**config.mk**
```make
export PLATFORM = sky130hd
export DESIGN_NAME = ball_ctrl
export DESIGN_NICKNAME = d
export VERILOG_FILES = /design/src/rtl/ball_ctrl.sv
export SDC_FILE = /design/constraint.sdc
export NUM_CORES = 1
export LEC_CHECK = 0
export ABC_AREA = 1
export ABC_CLOCK_PERIOD_IN_PS = 2000
export CORE_ASPECT_RATIO = 1.4
export CORE_UTILIZATION = 50
export DETAILED_ROUTE_END_ITERATION = 8
export HOLD_SLACK_MARGIN = 0.05
export PLACE_DENSITY = 0.74
export SLEW_MARGIN = 20
export SYNTH_ARGS = -nofsm -noshare
export SYNTH_HDL_FRONTEND = slang
export SYNTH_SLANG_ARGS = --single-unit
```
**constraint.sdc**
```tcl
create_clock -name clk -period 2 [get_ports clk]
set_clock_uncertainty 0.05 [all_clocks]
set_input_delay 0.4 -clock clk [delete_from_list [all_inputs] [get_ports clk]]
set_output_delay 0.4 -clock clk [all_outputs]
set_load 0.05 [all_outputs]
```
**src/rtl/ball_ctrl.sv**
```systemverilog
// Ball step sequencer: step-enable divider, x/y direction bits, wall/paddle/brick
// reflection and miss detection. Optional lives/game-over logic under BALL_CTRL_LIVES_EN.
module ball_ctrl #(
  parameter int unsigned TICK_DIV = 4,
  parameter logic [9:0]  X_MIN    = 10'd0,
  parameter logic [9:0]  X_MAX    = 10'd639,
  parameter logic [9:0]  Y_MIN    = 10'd0,
  parameter logic [9:0]  Y_MAX    = 10'd479,
  parameter logic [2:0]  LIVES    = 3'd3
) (
  input  logic       clk,
  input  logic       resetn,
  input  logic       start,
  input  logic       pause,
  input  logic [9:0] x,
  input  logic [9:0] y,
  input  logic       brick_x,
  input  logic       brick_y,
  input  logic       paddle_hit,
  output logic       enable,
  output logic       x_du,
  output logic       y_du,
  output logic       ball_rstn,
  output logic       miss,
  output logic       game_over
);

  // state | meaning
  // IDLE  | ball held cleared, waiting for start
  // MOVE  | divider running, issues one step enable per period
  // CHECK | one cycle: evaluate new position, update directions
  // LOST  | one cycle: miss pulse, ball cleared
  // OVER  | no lives left, held until reset (lives build only)
  localparam logic [2:0] S_IDLE  = 3'd0;
  localparam logic [2:0] S_MOVE  = 3'd1;
  localparam logic [2:0] S_CHECK = 3'd2;
  localparam logic [2:0] S_LOST  = 3'd3;
`ifdef BALL_CTRL_LIVES_EN
  localparam logic [2:0] S_OVER  = 3'd4;
`endif

  localparam logic [19:0] DIV_PRE = 20'(TICK_DIV - 2);

  logic [2:0]  state, state_n;
  logic [19:0] div, div_n;
  logic        flag_x, flag_x_n;
  logic        flag_y, flag_y_n;
  logic        x_du_n, y_du_n;
  logic        enable_n;
`ifdef BALL_CTRL_LIVES_EN
  logic [2:0]  lives, lives_n;
`endif

  always_comb begin
    state_n  = state;
    div_n    = div;
    x_du_n   = x_du;
    y_du_n   = y_du;
    enable_n = 1'b0;
`ifdef BALL_CTRL_LIVES_EN
    lives_n  = lives;
`endif
    case (state)
      S_IDLE: begin
        div_n = '0;
        if (start) state_n = S_MOVE;
      end
      S_MOVE: begin
        // Once enable is out the step is committed, so CHECK follows even if pause rose.
        if (enable) begin
          div_n   = '0;
          state_n = S_CHECK;
        end else if (!pause) begin
          div_n = div + 20'd1;
          if (div == DIV_PRE) enable_n = 1'b1;
        end
      end
      S_CHECK: begin
        state_n = S_MOVE;
        if (x <= X_MIN)      x_du_n = 1'b1;
        else if (x >= X_MAX) x_du_n = 1'b0;
        else if (flag_x)     x_du_n = ~x_du;
        if (y <= Y_MIN) y_du_n = 1'b1;
        else if (y >= Y_MAX && y_du) begin
          if (paddle_hit) y_du_n = 1'b0;
          else            state_n = S_LOST;
        end else if (flag_y) y_du_n = ~y_du;
      end
      S_LOST: begin
`ifdef BALL_CTRL_LIVES_EN
        lives_n = lives - 3'd1;
        state_n = (lives <= 3'd1) ? S_OVER : S_IDLE;
`else
        state_n = S_IDLE;
`endif
      end
`ifdef BALL_CTRL_LIVES_EN
      S_OVER: state_n = S_OVER;
`endif
      default: state_n = S_IDLE;
    endcase

    if (state_n == S_IDLE) begin
      x_du_n = 1'b1;
      y_du_n = 1'b1;
    end

    // A pulse landing in the CHECK cycle survives into the next period.
    if (state == S_IDLE || state_n == S_IDLE) begin
      flag_x_n = 1'b0;
      flag_y_n = 1'b0;
    end else if (state == S_CHECK) begin
      flag_x_n = brick_x;
      flag_y_n = brick_y;
    end else begin
      flag_x_n = flag_x | brick_x;
      flag_y_n = flag_y | brick_y;
    end
  end

  always_ff @(posedge clk or posedge resetn) begin
    if (resetn) begin
      state     <= S_IDLE;
      div       <= '0;
      flag_x    <= 1'b0;
      flag_y    <= 1'b0;
      x_du      <= 1'b1;
      y_du      <= 1'b1;
      enable    <= 1'b0;
      ball_rstn <= 1'b0;
      miss      <= 1'b0;
    end else begin
      state     <= state_n;
      div       <= div_n;
      flag_x    <= flag_x_n;
      flag_y    <= flag_y_n;
      x_du      <= x_du_n;
      y_du      <= y_du_n;
      enable    <= enable_n;
      ball_rstn <= (state_n == S_MOVE) || (state_n == S_CHECK);
      miss      <= (state_n == S_LOST);
    end
  end

`ifdef BALL_CTRL_LIVES_EN
  always_ff @(posedge clk or posedge resetn) begin
    if (resetn) begin
      lives     <= LIVES;
      game_over <= 1'b0;
    end else begin
      lives     <= lives_n;
      game_over <= (state_n == S_OVER);
    end
  end
`else
  assign game_over = 1'b0;
`endif

endmodule

```
==> summary.md <==
| Metric | Value |
|---|---|
| Final min period | `1.85 ns` |
| Mapped Avg Cell Area | `6.83 µm²` |
| GPL Wtd Cong | `0.858` |
| Longest Clk Path Bufs | `2` |
| Share of layout cells above drive strength 1 | `11.2%` |
| Top reg by flops | `div` |
| CTS tree | `yes` |
| Seq/Total Area, Yosys | `38.3%` |
| Vias | `1900` |
| 1st-iter DRT viols | `60` |
| Initial antenna violation count | `0` |
| Chip width | `55.0 µm` |
| CP endpoint kind | `primary output` |
| Fin. Hold Viols | `0` |
| Clock power share | `41.3%` |
| Final worst-path cycle share | `just over 90%` |
| Nets | `~360` |
| Sw Share | `24.1%` |
| Pwr Density | `around 560 mW/mm²` |
| Grt met1 use | `28.5%` |
| Maximum Capacitance Violations | `0` |
| Final Slew Violations | `0` |
| Reg-to-Reg End | `div[12]` |
| Worst-path clk slew | `0.06 ns` |
| Critical setup path kind | `flip-flop to primary output` |
| Unique masters post-synth | `31` |
| Clk Latency, worst-skew pair | `0.28 ns` |
| Net switching power | `0.331 mW` |
| R2R Setup Slk | `0.32 ns` |
| RR Startpoint | `div[0]` |
| Synthesized instance count | `288` |
| CTS H-tree lvls | `2` |
| Synth warn | `0` |
| Synth top area share | `35.6%` |
| Die area | `0.00419 mm²` |
| Resize count post-CTS | `0` |
| GRT Overall Usage | `between 20% and 30%` |
| Place WS | `approximately 0.13 ns` |
| Worst path slowest cell | `clkdlybuf4s50_1` |
| Number of placement rows | `26` |
| Combinational Power Share | `13.0%` |
| Fmax achieved | `about 0.54 GHz` |
| Global Route met2 Usage | `44.2%` |
| Setup repair bufs after CTS | `0` |
| Worst Hold Class | `primary input to async pin` |
| Clock Sinks | `30` |
| Max incr delay on CP | `between 0.7 and 0.8 ns` |
| I/O pin cnt | `33` |
| Antenna-violating nets left | `0` |
| Root buffer cell | `clkbuf_8` |
| RSZ-0062 raised after global routing | `false` |
| Area Growth Syn to Fin | `24.7%` |
| Vias in the first global route | `1856` |
| Crit path launch type | `flip-flop` |
| Crit-path cells | `clkdlybuf4s50_1` |
| First-pass DRT Iterations | `4` |
| Drt drc | `0` |
| Initial Utilization | `roughly 53%` |
| Pin count of the biggest net entering global routing | `31` |
| Core outline area | `0.00371 mm²` |
| Buf+Inv Stages, Crit Path | `1` |
| Top area cells in the synthesized netlist | `dfrtp_1 (36%), nand2_1 (14%), nor2_1 (8.6%)` |
| Synthesized area | `around 0.0020 mm²` |
| Input/output buffers | `31` |
| Total Wirelength | `4.65 mm` |
| Cts hold-fix bufs | `0` |
| Die Height | `76.2 µm` |
| First-pass GRT wire length | `7.76 mm` |
| Area leader, netlist | `dfrtp_1` |
| Per-cell routed wire length | `12.5 µm` |
| Top flop regs | `div x20, state x3` |
| GR peak layer | `met2` |
| Static leakage | `between 1 and 1.5 nW` |
| Final setup viols | `0` |
| Ant. Diodes | `0` |
| Setup TNS | `0 ns` |
| Inserted Clock Buffers | `5` |
| Via/cell ratio | `just over 5` |
| Critical path arrival | `around 1.4 ns` |
| Max VDD drop | `560 µV` |
| Crit Path Max Fanout | `1` |
| Max reg flops | `20` |
| Synthesis-stage register bit count | `30` |
| Met3 GRT Util | `4.39%` |
| Post-DP HPWL | `3.61 mm` |
| Sequential share of power | `a little under half` |
| Final worst slack | `0.150 ns` |
| Delay-heaviest family, CP | `buffers and inverters` |
| Grt ovf | `0` |
| Outcome | `complete, no violations` |
| R2r worst-path depth | `11` |
| Internal power | `1.04 mW` |
| WP data required | `between 1.5 and 2 ns` |
==> cell type report <==
cell class | instances | area, µm²
fillers | 348 | 1250
multi-input cells | 213 | 1040
flip-flops and latches | 30 | 753
repair buffers | 35 | 333
inverters | 44 | 165
clock buffers | 8 | 110
well taps | 42 | 52.6
==> placed cells by master (no fill, tap or decap), types with 2 or more instances in the layout <==
cell type	n
a21oi_1	6
and2_1	2
and3_1	2
buf_4	7
clkbuf_8	8
clkdlybuf4s50_1	28
conb_1	2
dfrtp_1	28
dfstp_2	2
ha_1	2
inv_1	42
inv_2	2
nand2_1	73
nand2_2	6
nand3_1	18
nand3_2	2
nand4_1	11
nor2_1	45
nor2_4	7
nor3_1	8
nor4_1	4
o21ai_0	13
o21ai_1	2
o22ai_1	2
==> worst max path at each step <==
stage	to	depth (start not counted)	from	slack (ns)
2_1_floorplan	div[11]	7	enable	0.34
3_3_place_gp	div[11]	7	pause	0.18
3_5_place_dp	div[19]	8	pause	0.13
4_1_cts	ball_rstn	1	ball_rstn	0.13
5_1_grt	div[12]	11	div[0]	0.07
6_report	ball_rstn	1	ball_rstn	0.15
==> power by group through the flow <==
stage / sequential (mW) / clock [mW] / combinational, mW
after detailed placement: 0.640 / 0 / 0.181
after global routing: 0.630 / 0.605 / 0.204
after global placement: 0.639 / 0 / 0.178
after CTS: 0.629 / 0.588 / 0.182
after floorplan: 0.646 / 0 / 0.0837
final: 0.629 / 0.568 / 0.179
==> per-layer routing <==
layer  part of all wire [%]  routed length, µm
met1                     41               1900
met2                     53               2480
met3                    3.8                178
met4                    2.0                 95
met5                      0                  0
==> cells in the mapped netlist <==
master,count
a21oi_1,6
buf_4,1
o21ai_0,13
nor3_2,1
o21ai_2,1
nor3b_1,1
conb_1,1
nand3b_1,1
dfstp_2,2
a31oi_1,1
nor2_4,7
nand2_1,73
nor2_2,1
nand3_1,18
inv_1,42
nor2_1,45
and2_1,2
nand3_2,2
o31ai_1,1
o21a_1,1
nand2_2,6
dfrtp_1,28
ha_1,2
nor4_1,4
inv_2,2
buf_2,1
nor3_1,8
o22ai_1,2
nand4_1,11
o21ai_1,2
and3_1,2
==> cell families (layout without fill, tap and decap cells) <==
family	count (synthesis)	after routing	synth area share, %
buf+inv	46	87	9.03
simple gates	182	182	43.7
compound gates	27	27	7.51
fa+ha+maj	2	2	1.27
flops	30	30	38.3
other cells	1	2	0.191
==> metrics by stage <==
step | utilization [%] | std cells | area [µm²] | hold slack [ns] | power, mW
3_3_place_gp | 63.2 | 364 | 2340 | 0.443 | 0.818
3_5_place_dp | 63.2 | 364 | 2340 | 0.449 | 0.821
6_report | 66.2 | 372 | 2450 | 0.445 | 1.38
4_1_cts | 66.2 | 372 | 2450 | 0.454 | 1.40
5_1_grt | 66.2 | 372 | 2450 | 0.485 | 1.44
2_1_floorplan | - | 289 | 1970 | 0.439 | 0.729
==> worst register-to-register path, stage by stage, from the launching register on <==
cell and delay (ns):
dfrtp_1 0.42, ha_1 0.27, nand2_2 0.09, nor2_4 0.12, nand2_2 0.08, nor2_4 0.10, nand2_2 0.08, nor2_4 0.11
nand3_2 0.08, nand2_1 0.06, nand2_1 0.04, nor2_1 0.09
Power figures use the tool's default switching activity.
